===== config.mk =====
export PLATFORM = sky130hd
export DESIGN_NAME = pmci_host_csr_rsp
export DESIGN_NICKNAME = d
export VERILOG_FILES = /design/src/rtl/pmci_host_csr_rsp.sv
export SDC_FILE = /design/constraint.sdc
export NUM_CORES = 1
export LEC_CHECK = 0
export BUFFER_PORTS_ARGS = -buffer_cell sky130_fd_sc_hd__buf_2
export CAP_MARGIN = 10
export CORE_MARGIN = 2
export CORE_UTILIZATION = 53
export CTS_BUF_LIST = sky130_fd_sc_hd__clkbuf_16
export DETAILED_ROUTE_END_ITERATION = 8
export PLACE_DENSITY = 0.76
export SYNTH_ARGS = -nofsm -noshare
export SYNTH_HDL_FRONTEND = slang
export SYNTH_SLANG_ARGS = --single-unit
export TNS_END_PERCENT = 1

===== constraint.sdc =====
create_clock -name clk_i -period 1.9 [get_ports clk_i]
set_input_delay 0.19 -clock clk_i [delete_from_list [all_inputs] [get_ports clk_i]]
set_output_delay 0.19 -clock clk_i [all_outputs]
set_load 0.01 [all_outputs]

===== src/rtl/pmci_host_csr_rsp.sv =====
// PMCI host CSR responder: DFH, scratchpad, FBM_AR and status behind an Avalon-MM slave.
// Optional build macro PMCI_CSR_UNUSED_SLVERR_EN: unused-offset reads respond SLVERR instead of OKAY.
module pmci_host_csr_rsp #(
    parameter int unsigned READ_LATENCY = 2,
    parameter int unsigned ADDR_W       = 9,
    parameter logic [63:0] DFH_VALUE    = 64'h3000_0000_1000_0012
) (
    input  logic              clk_i,
    input  logic              rst_i,
    input  logic [ADDR_W-1:0] avs_address_i,
    input  logic              avs_read_i,
    input  logic              avs_write_i,
    input  logic [63:0]       avs_writedata_i,
    input  logic [7:0]        avs_byteenable_i,
    output logic              avs_waitrequest_o,
    output logic [63:0]       avs_readdata_o,
    output logic              avs_readdatavalid_o,
    output logic [1:0]        avs_response_o,
    input  logic [63:0]       status_in_i,
    output logic [31:0]       fbm_ar_o,
    output logic              fbm_ar_wr_o
);

    typedef enum logic {
        ST_IDLE,
        ST_RD_BUSY
    } state_e;

    localparam int unsigned       CNT_W       = $clog2(READ_LATENCY + 1);
    localparam logic [ADDR_W-1:0] OFF_DFH     = ADDR_W'(0);
    localparam logic [ADDR_W-1:0] OFF_SCRATCH = ADDR_W'(1);
    localparam logic [ADDR_W-1:0] OFF_FBM_AR  = ADDR_W'(2);
    localparam logic [ADDR_W-1:0] OFF_STATUS  = ADDR_W'(3);
    localparam logic [1:0]        RESP_OKAY   = 2'b00;
`ifdef PMCI_CSR_UNUSED_SLVERR_EN
    localparam logic [1:0]        RESP_UNUSED = 2'b10;
`else
    localparam logic [1:0]        RESP_UNUSED = 2'b00;
`endif

    state_e             state_q, state_d;
    logic [CNT_W-1:0]   cnt_q, cnt_d;
    logic [63:0]        scratch_q, scratch_d;
    logic [31:0]        fbm_ar_q, fbm_ar_d;
    logic               fbm_ar_wr_q, fbm_ar_wr_d;
    logic               pipe_vld_q  [READ_LATENCY];
    logic [63:0]        pipe_data_q [READ_LATENCY];
    logic [1:0]         pipe_resp_q [READ_LATENCY];
    logic               rvalid_q;
    logic [63:0]        rdata_q;
    logic [1:0]         resp_q;

    logic               rd_acc;
    logic               wr_acc;
    logic [63:0]        rd_data;
    logic [1:0]         rd_resp;

    // Busy ends in the read-return cycle (counter at zero), so a new request can land there.
    assign avs_waitrequest_o = rst_i || ((state_q == ST_RD_BUSY) && (cnt_q != '0));
    assign rd_acc            = avs_read_i  && !avs_waitrequest_o;
    assign wr_acc            = avs_write_i && !avs_waitrequest_o;

    // NOTE: every always_comb output gets a default first so no path leaves it unassigned (no latch).
    always_comb begin
        rd_data = '0;
        rd_resp = RESP_OKAY;
        case (avs_address_i)
            OFF_DFH:     rd_data = DFH_VALUE;
            OFF_SCRATCH: rd_data = scratch_q;
            OFF_FBM_AR:  rd_data = {32'h0, fbm_ar_q};
            OFF_STATUS:  rd_data = status_in_i;
            default:     rd_resp = RESP_UNUSED;
        endcase
    end

    always_comb begin
        scratch_d   = scratch_q;
        fbm_ar_d    = fbm_ar_q;
        fbm_ar_wr_d = 1'b0;
        if (wr_acc) begin
            case (avs_address_i)
                OFF_SCRATCH: begin
                    for (int i = 0; i < 8; i++) begin
                        if (avs_byteenable_i[i]) scratch_d[8*i +: 8] = avs_writedata_i[8*i +: 8];
                    end
                end
                OFF_FBM_AR: begin
                    for (int i = 0; i < 4; i++) begin
                        if (avs_byteenable_i[i]) fbm_ar_d[8*i +: 8] = avs_writedata_i[8*i +: 8];
                    end
                    fbm_ar_wr_d = |avs_byteenable_i[3:0];
                end
                default: ;
            endcase
        end
    end

    always_comb begin
        state_d = state_q;
        cnt_d   = cnt_q;
        case (state_q)
            ST_IDLE: begin
                if (rd_acc) begin
                    state_d = ST_RD_BUSY;
                    cnt_d   = CNT_W'(READ_LATENCY);
                end
            end
            ST_RD_BUSY: begin
                if (cnt_q != '0) begin
                    cnt_d = cnt_q - 1'b1;
                end else if (rd_acc) begin
                    cnt_d = CNT_W'(READ_LATENCY);
                end else begin
                    state_d = ST_IDLE;
                end
            end
            default: state_d = ST_IDLE;
        endcase
    end

    // NOTE: sequential state uses non-blocking assignments so every register samples pre-edge values.
    always_ff @(posedge clk_i) begin
        if (rst_i) begin
            state_q     <= ST_IDLE;
            cnt_q       <= '0;
            scratch_q   <= '0;
            fbm_ar_q    <= '0;
            fbm_ar_wr_q <= 1'b0;
            rvalid_q    <= 1'b0;
            rdata_q     <= '0;
            resp_q      <= RESP_OKAY;
            // NOTE: the read pipeline is small and flushed on reset, so its data stages are cleared too.
            for (int i = 0; i < READ_LATENCY; i++) begin
                pipe_vld_q[i]  <= 1'b0;
                pipe_data_q[i] <= '0;
                pipe_resp_q[i] <= RESP_OKAY;
            end
        end else begin
            state_q        <= state_d;
            cnt_q          <= cnt_d;
            scratch_q      <= scratch_d;
            fbm_ar_q       <= fbm_ar_d;
            fbm_ar_wr_q    <= fbm_ar_wr_d;
            pipe_vld_q[0]  <= rd_acc;
            pipe_data_q[0] <= rd_data;
            pipe_resp_q[0] <= rd_resp;
            for (int i = 1; i < READ_LATENCY; i++) begin
                pipe_vld_q[i]  <= pipe_vld_q[i-1];
                pipe_data_q[i] <= pipe_data_q[i-1];
                pipe_resp_q[i] <= pipe_resp_q[i-1];
            end
            rvalid_q <= pipe_vld_q[READ_LATENCY-1];
            if (pipe_vld_q[READ_LATENCY-1]) begin
                rdata_q <= pipe_data_q[READ_LATENCY-1];
                resp_q  <= pipe_resp_q[READ_LATENCY-1];
            end
        end
    end

    assign avs_readdata_o      = rdata_q;
    assign avs_readdatavalid_o = rvalid_q;
    assign avs_response_o      = resp_q;
    assign fbm_ar_o            = fbm_ar_q;
    assign fbm_ar_wr_o         = fbm_ar_wr_q;

endmodule


==> results of run 1 <==
## kinds of logic (layout without fill, tap and decap cells)
family | count (synthesis) | in the layout | synth area share (%)
AOI/OAI and AO/OA | 106 | 106 | 6.70
muxes | 169 | 169 | 16.6
and+or+nand+nor | 347 | 347 | 17.1
other | 1 | 7 | 0.0359
DFF | 295 | 295 | 56.6
buffers and inverters | 72 | 437 | 3.03
## registers in the layout, summed over array words and instances (netlist names)
register,cells
avs_readdata_o,64
avs_readdatavalid_o,1
cnt_q,2
fbm_ar_o,32
fbm_ar_wr_o,1
pipe_data_q,128
pipe_vld_q,2
scratch_q,64
state_q,1
## layout by cell type (no fill, tap or decap), drive strengths merged
cell	instances
nand3b	1
inv	6
nand4	8
and4bb	1
nor2b	74
nor3	3
clkinv	13
a222oi	4
nor4	4
mux2i	136
clkbuf	30
dfxtp	295
conb	2
buf	279
bufinv	3
or3	3
a221oi	1
a22oi	55
dlygate4sd3	106
nor4bb	8
nor2	193
a31oi	2
o21ai	21
nor4b	1
or4	1
o21a	2
mux2	33
a21oi	21
nand2	4
nand2b	19
nand3	22
and2	1
and3	4
diode	5
## metal layers
layer  up-vias  global-route usage (%)
met5         -                       0
met1      3943                    32.3
li1       4069                       -
met3       100                    4.54
met4         2                    13.1
met2       318                    43.9
## timing repair
item	in CTS	in global routing
endpoints found under the hold margin	140	0
gates resized for setup	0	0
hold buffers	106	0
## Yosys cell counts, drive strengths merged
| library cell | instances | area [µm²] |
|---|---|---|
| a21oi | 21 | 105 |
| nand2b | 19 | 119 |
| o21a | 2 | 15.0 |
| inv | 2 | 7.51 |
| or3 | 3 | 18.8 |
| clkinv | 1 | 3.75 |
| o21ai | 21 | 105 |
| and3 | 4 | 25.0 |
| nand3 | 22 | 110 |
| a221oi | 1 | 8.76 |
| or4 | 1 | 11.3 |
| nor3 | 3 | 25.0 |
| nand3b | 1 | 7.51 |
| nor4b | 1 | 8.76 |
| nand2 | 4 | 15.0 |
| mux2 | 33 | 372 |
| nor2 | 193 | 724 |
| clkbuf | 44 | 165 |
| and4bb | 1 | 12.5 |
| a22oi | 55 | 413 |
| mux2i | 136 | 1360 |
| a31oi | 2 | 12.5 |
| conb | 1 | 3.75 |
| a222oi | 4 | 40.0 |
| dfxtp | 295 | 5910 |
| nor4 | 4 | 55.1 |
| and2 | 1 | 6.26 |
| nor2b | 74 | 463 |
| nand4 | 8 | 100 |
| buf | 25 | 140 |
| nor4bb | 8 | 80.1 |
## power by group
group          switching (mW)  internal, mW
registers              0.0142          6.19
logic                   0.311         0.361
clock network            2.29          3.16
total                    2.61          9.71
## final cells by class
class,count,share of cell area [%]
tap,265,2.36
clock buffer,29,5.17
clock inverter,19,1.18
inverter,3,0.0802
timing repair buffer,386,18.8
sequential,295,42.1
multi-input combinational,624,30.2
antenna,5,0.0891
## tightest hold or removal path: stages
cell and delay (ns):
buf_2 0.07, mux2_2 0.13, a22oi_1 0.06, nor2_1 0.07
## metrics by stage
step	hold slack [ns]	std cells	worst slack, ns
2_1_floorplan	0.325	991	0.159
3_3_place_gp	0.412	1467	0.0398
3_5_place_dp	0.420	1467	0.0149
4_1_cts	0.0226	1621	0.136
5_1_grt	0.0556	1625	0.0393
6_report	0.0345	1626	0.134
## worst max path at each step
| stage | startpoint | to | slack, ns | depth (start not counted) |
|---|---|---|---|---|
| floorplan | cnt_q[1] | fbm_ar_o[15] | 0.16 | 4 |
| global placement | avs_address_i[4] | pipe_data_q[0][4] | 0.04 | 7 |
| detailed placement | avs_address_i[4] | pipe_data_q[0][4] | 0.01 | 7 |
| CTS | state_q | avs_waitrequest_o | 0.14 | 4 |
| global route | avs_write_i | scratch_q[30] | 0.04 | 7 |
| finish | cnt_q[1] | scratch_q[49] | 0.13 | 4 |
==> results_dict.tcl, run 1 <==
set metrics [dict create \
    fmax_mhz 566 \
    core_region_area_mm2 0.0194 \
    area_growth_pct 34.5 \
    p_leak_nw 6.32 \
    port_buffers 247 \
    post_cts_buffers 0 \
    overflow 0 \
    numClockSinks 295 \
    drv_cap 0 \
    path_clk_slew_ns 0.06 \
    synth.avg_cell_area_um2 10.5 \
    crit_type "flop to flop" \
    worstPathArrival_ns 2.18 \
    routed.top_layer "met5" \
    wirelength_mm 27.4 \
    wl_met2_mm 13.2 \
    numCtsBuffers 29 \
    wire_per_inst_um 16.9 \
    min_from "status_in_i[17]" \
    viasPerCell 5.19 \
    pin_count 250 \
    grt_max_degree 159 \
    nNetsFinal 1488 \
    place_area_mm2 0.0121 \
    dp_hpwl_mm 17.0 \
    crit_fanout 6 \
    slew_headroom_pct 53.9 \
    critPathMaxStageDelay_ns 0.44 \
    cp-start-kind "flop" \
    design_area_mm2 0.0140 \
    num_vias 8432 \
    fp.dieH_um 144 \
    min_path_cells 4 \
    multi_input_area_mm2 0.00425 \
    wl_met1_mm 11.4 \
    setup_viol 0 \
    yosysUniqueCellTypes 37 \
    dieArea_mm2 0.0208 \
    crit_family "simple AND/OR/NAND/NOR gates" \
    path_buf_inv 0 \
    worst_pin_slew_ns 0.691 \
    synth-seq-area-share_pct 56.6 \
    clock_path_buffers 3 \
    min_period_ns 1.77 \
    yosys_warnings 0 \
    grt_pass1_wl_mm 43.0 \
    fin_setup_tns_ns 0 \
    ff_latch_area_mm2 0.00591 \
    antenna_found_initial 6 \
    rrSetupSlack_ns 0.13 \
    drive_gt1_share_pct 27.4 \
    clockRootBuffer "clkbuf_16" \
    hold_path.class "primary input to flop" \
    first_iter_violations 427 \
    rr_worst_depth 4 \
    power_mw 12.3 \
    critPathCaptureType "flop" \
    cts_tree "done" \
    rr_endpoint "scratch_q[49]" \
    finalMaxSlewViolations 0 \
    syn_area_mm2 0.0104 \
    fin_crit_sh_pct 92.9 \
    initial_core_util_pct 53.8 \
    nFillCells 1403 \
    power_density_mw_per_mm2 877 \
    r2r_start "cnt_q[1]" \
    outcome "completed" \
    finClkSkew_ns 0.00868 \
    met3RoutedLength_mm 1.62 \
    rsz0062_at_grt "false" \
    htree_levels 1 \
    required_ns 2.32 \
    dr.pass1.iters 6 \
    first_global_vias 8440 \
    hold_end "pipe_data_q[0][17]" \
    fin_util_pct 72.4 \
    track_usage_pct 26.1 \
    clk_latency_ns 0.53 \
    synth_seq_cells 295 \
    cpMaxStageDelayCell "and3_1" \
    place.gp.congestion 0.823 \
    hold_violations 0 \
    rows 51 \
    die_w_um 144 \
    path_cells "o21a_1 > nor3_2 > and3_1 > mux2_2" \
    ir_drop_mv 0.671 \
    ant_nets 0 \
    drc 0 \
    synthCells 990 \
]
Note: power is estimated with default switching activity, not from simulation.
==> run 2: changes to the inputs <==
Settings changed: CTS_BUF_LIST sky130_fd_sc_hd__clkbuf_16 to unset.
==> run 2 against run 1 <==
Critical path depth did not move. Via count fell by 0.15%. Cell count did not move. Clock skew rose by 0.0058 ns. Clock power rose by 5.0%. Non-clock buffer count did not move. Core utilization rose by 0.31 points. Global-route usage rose by 0.060 points. First-iteration DRC count rose by 11%. Highest routed layer unchanged. Count of clock-buffer cells in the layout rose by 9. Largest cell class unchanged.
==> results_dict.tcl, run 2 (same netlist as run 1, synthesis figures left out) <==
set metrics [dict create \
    outcome "completed" \
    rr_endpoint "scratch_q[49]" \
    multi_input_area_mm2 0.00425 \
    hold_path.class "primary input to flop" \
    nFillCells 1384 \
    setup_viol 0 \
    crit_fanout 6 \
    dp_hpwl_mm 17.0 \
    overflow 0 \
    dr.pass1.iters 6 \
    hold_violations 0 \
    clockRootBuffer "clkbuf_16" \
    wirelength_mm 27.6 \
    rsz0062_at_grt "false" \
    pwr-share-seq_pct 49.3 \
    track_usage_pct 26.1 \
    rrSetupSlack_ns 0.11 \
    area_growth_pct 35.1 \
    p_leak_nw 6.34 \
    worst_pin_slew_ns 0.692 \
    largest_register "pipe_data_q" \
    viasPerCell 5.18 \
    fin_crit_sh_pct 94.0 \
    numClockSinks 295 \
    dp.cells 1467 \
    p_switching_mw 2.62 \
    nNetsFinal 1488 \
    place_area_mm2 0.0121 \
    layout_commonest_cell "dfxtp_1" \
    cts_tree "done" \
    grt_pass1_wl_mm 43.0 \
    clock_path_buffers 3 \
    numCtsBuffers 29 \
    critPathCaptureType "flop" \
    first_iter_violations 475 \
    crit_type "flop to flop" \
    worstPathArrival_ns 2.21 \
    worstSetupStartpoint "cnt_q[1]" \
    pwr-share-clk_pct 45.4 \
    place.gp.congestion 0.823 \
    fp.dieH_um 144 \
    dieArea_mm2 0.0208 \
    comb_power_share_pct 5.3 \
    num_vias 8419 \
    fin_ws_ns 0.113 \
    drv_cap 0 \
    power_mw 12.6 \
    p_sw_share_pct 20.8 \
    htree_levels 1 \
    required_ns 2.32 \
    fin_setup_tns_ns 0 \
    slew_headroom_pct 53.9 \
    initial_core_util_pct 53.8 \
    rows 51 \
    finClkSkew_ns 0.0145 \
    ant_nets 0 \
    grt_max_degree 159 \
    drive_gt1_share_pct 27.8 \
    design_area_mm2 0.0141 \
    pin_count 250 \
    port_buffers 247 \
    fmax_mhz 560 \
    wire_per_inst_um 17.0 \
    core_region_area_mm2 0.0194 \
    ff_latch_area_mm2 0.00591 \
    cts_resized 0 \
    cp-start-kind "flop" \
    setup.worst_path.end "scratch_q[49]" \
    die_w_um 144 \
    intPower_mw 9.97 \
    post-place-ws_ns 0.0149 \
    drc 0 \
    first_global_vias 8431 \
    ir_drop_mv 0.670 \
    finalMaxSlewViolations 0 \
    clk_latency_ns 0.53 \
    post_cts_buffers 0 \
    power_density_mw_per_mm2 892 \
    path_clk_slew_ns 0.06 \
    antenna_found_initial 6 \
    mostFrequentLayoutCells "dfxtp_1, buf_2, nor2_1" \
    cts_hold_buf 106 \
    min_period_ns 1.79 \
    rr_worst_depth 4 \
    r2r_start "cnt_q[1]" \
    largest_register_ffs 128 \
    final_cell_count_no_fill 1626 \
]
==> run 2: area by class of cell <==
class | instances | area share, %
Antenna cell | 5 | 0.0887
Timing Repair Buffer | 386 | 18.7
Sequential cell | 295 | 41.9
Clock inverter | 10 | 0.940
Clock buffer | 38 | 5.81
Multi-Input combinational cell | 624 | 30.1
Inverter | 3 | 0.0798
Tap cell | 265 | 2.35
==> run 2: worst min-delay path by stage <==
stage / cells after the start / slack [ns] / startpoint / end
2_1_floorplan: 2 / 0.32 / avs_read_i / pipe_vld_q[0][0]
3_3_place_gp: 1 / 0.41 / pipe_vld_q[0][0] / pipe_vld_q[0][1]
3_5_place_dp: 2 / 0.42 / avs_writedata_i[60] / scratch_q[60]
4_1_cts: 4 / 0.02 / status_in_i[5] / pipe_data_q[0][5]
5_1_grt: 4 / 0.06 / status_in_i[20] / pipe_data_q[0][20]
6_report: 4 / 0.04 / status_in_i[5] / pipe_data_q[0][5]
==> run 2: critical path: stages (launching register included) <==
cell and delay [ns]:
dfxtp_1 0.33, o21a_1 0.21, nor3_2 0.33, and3_1 0.43
mux2_2 0.38
==> run 2: metal layers <==
metal	vias to the layer above	share of wire, %	GRT usage [%]
met3	90	5.8	4.30
met2	317	49	44.4
met5	-	0.025	0
met4	2	4.2	12.5
met1	3941	41	32.5
li1	4069	-	-
==> run 2: metrics by stage <==
| step | utilization, % | hold WS, ns |
|---|---|---|
| finish | 72.7 | 0.0385 |
| floorplan | - | 0.325 |
| detailed placement | 62.3 | 0.420 |
| CTS | 72.6 | 0.0244 |
| global placement | 62.3 | 0.412 |
| global route | 72.7 | 0.0572 |
==> run 2: power groups by stage <==
stage                     Sequential, mW  Clock [mW]  Combinational, mW
after floorplan                     6.33           0              0.238
after global placement              6.34           0              0.481
after detailed placement            6.34           0              0.484
after CTS                           6.20        5.79              0.659
after global routing                6.20        6.06              0.718
final                               6.20        5.71              0.672
==> run 3: changes to the inputs <==
Settings changed: ABC_AREA set to 1, CORE_UTILIZATION 53 to 54, PLACE_DENSITY 0.76 to 0.77.
==> run 3 against run 2 <==
Clock power increased by 1%. Synthesized cell count increased by 54%. Sequential share of layout area decreased by 1.4 points. Fmax grew 6.2%. Cell count is 31% higher. Sequential power increased by 2%. Count of clock-buffer cells in the layout fell by 3. Via count is 30% higher. Clock skew up 0.0025 ns. Core utilization decreased by 0.79 points. Highest routed layer is now met4. Worst setup slack better by 0.10 ns.
==> results_dict.tcl, run 3 <==
set metrics [dict create \
    synth-seq-area-share_pct 52.6 \
    p_leak_nw 6.96 \
    synthTopCellsByArea "dfxtp_1, nor2_1, nand3_1" \
    synth_top_area_cell "dfxtp_1" \
    numCtsBuffers 29 \
    ir_drop_mv 0.584 \
    synth_edf_count 0 \
    finClkSkew_ns 0.0170 \
    clk_latency_ns 0.55 \
    synthAdderAreaFrac_pct 0 \
    synth_top_family_by_area "simple AND/OR/NAND/NOR gates" \
    crit_fanout 4 \
    clock_path_buffers 3 \
    critPathCaptureType "primary output" \
    viasPerCell 5.14 \
    rsz0062_at_grt "false" \
    drc 0 \
    wl_met1_mm 13.9 \
    worstPathArrival_ns 1.49 \
    dr.pass1.iters 6 \
    wl_met2_mm 14.6 \
    path_clk_slew_ns 0.06 \
    dominantRegCellSynth "dfxtp_1" \
    required_ns 1.71 \
    min_from "avs_writedata_i[5]" \
    rows 52 \
    synth_mux_area_share_pct 0 \
    core_region_area_mm2 0.0203 \
    cts_tree "done" \
    synth-simple-area-share_pct 33.0 \
    setup_viol 0 \
    largest_register "pipe_data_q" \
    fin_setup_tns_ns 0 \
    die_w_um 148 \
    largest_register_ffs 128 \
    power_mw 13.0 \
    grt_pass1_wl_mm 50.9 \
    synth_compound_area_share_pct 4.66 \
    synth.avg_cell_area_um2 7.36 \
    numClockSinks 295 \
    crit_type "flop to primary output" \
    num_vias 10922 \
    yosysUniqueCellTypes 28 \
    outcome "completed" \
    yosys_warnings 0 \
    post_cts_buffers 0 \
    wire_per_inst_um 15.4 \
    fin_ws_ns 0.217 \
    nNetsFinal 1981 \
    dieArea_mm2 0.0219 \
    synthCells 1525 \
    final_cell_count_no_fill 2126 \
    overflow 0 \
    worst_pin_slew_ns 0.587 \
    hold_path.class "primary input to flop" \
    synth_seq_cells 295 \
    place_area_mm2 0.0127 \
    antenna_found_initial 0 \
    ant_nets 0 \
    first_iter_violations 909 \
    layout_commonest_cell "nor2_1" \
    first_global_vias 10131 \
    htree_levels 1 \
    wirelength_mm 32.7 \
    syn_area_mm2 0.0112 \
    post-place-ws_ns 0.117 \
    place.gp.congestion 0.893 \
    track_usage_pct 28.7 \
    fin_util_pct 71.9 \
    area_growth_pct 30.1 \
    dp.cells 1978 \
    yosysMostFrequentCell "nor2_1" \
    async_flop_share_pct 0 \
    yosys-top-cells-count "nor2_1, dfxtp_1, nand3_1" \
    hold_slack_ns 0.00154 \
    pin_count 250 \
    hold_violations 0 \
    clockRootBuffer "clkbuf_16" \
    mostFrequentLayoutCells "nor2_1, dfxtp_1, buf_2" \
    dp_hpwl_mm 20.2 \
    grt_max_degree 91 \
    drv_cap 0 \
    r2r_start "cnt_q[1]" \
    routed.top_layer "met4" \
    nFillCells 1555 \
    fmax_mhz 594 \
    fin_crit_sh_pct 88.6 \
    power_density_mw_per_mm2 891 \
    cp-start-kind "flop" \
    port_buffers 247 \
    min_period_ns 1.68 \
    design_area_mm2 0.0146 \
    slew_headroom_pct 60.9 \
    fp.dieH_um 148 \
    drive_gt1_share_pct 19.4 \
    worstSetupStartpoint "cnt_q[1]" \
    netlist.area_leader.share_pct 52.6 \
    finalMaxSlewViolations 0 \
    synth-xor-area-share_pct 0 \
    met3RoutedLength_mm 2.70 \
    initial_core_util_pct 55.3 \
]
[run 3: routing by layer]
layer  GRT usage [%]  up-vias
li1                -     5339
met1            39.6     4854
met2            44.5      596
met3            4.48      133
met4            13.5        0
met5               0        -
[run 3: cell families (layout without fill, tap and decap cells)]
logic type / count (synthesis) / count (layout)
simple gates: 861 / 861
compound gates: 102 / 102
flops: 295 / 295
other cells: 1 / 3
buf+inv: 266 / 595
[run 3: cell type report]
cell class | instances | area, µm² | share of cell area, %
Tap cell | 270 | 338 | 2.31
Antenna cell | 1 | 2.50 | 0.0171
Clock buffer | 35 | 788 | 5.40
Clock inverter | 19 | 183 | 1.25
Multi-Input combinational cell | 965 | 4250 | 29.1
Inverter | 177 | 669 | 4.59
Timing Repair Buffer | 364 | 2460 | 16.9
Sequential cell | 295 | 5910 | 40.5
[run 3: timing repair]
action | in CTS | in global routing
endpoints found under the setup margin | 0 | 1
gates resized for setup | 0 | 1
hold buffers | 93 | 0
endpoints found under the hold margin | 110 | 0
[run 3: power breakdown]
group	switching (mW)	internal [mW]	total (mW)
Clock	2.51	3.27	5.78
Sequential	0.0361	6.26	6.30
Combinational	0.528	0.403	0.931
[run 3: critical path, stage by stage, from the launching register on]
cell and delay (ns):
dfxtp_1 0.33, o21ai_2 0.29, nand2_1 0.15, buf_2 0.18
[run 3: path summary, 6_finish.rpt]
check                      endpoint  slack (ns)  cells past startpoint
setup / recovery  avs_waitrequest_o        0.22                      3
hold / removal          fbm_ar_o[5]       0.002                      5
hold reg to reg    pipe_vld_q[0][1]        0.40                      2
setup reg to reg      scratch_q[48]        0.23                      6
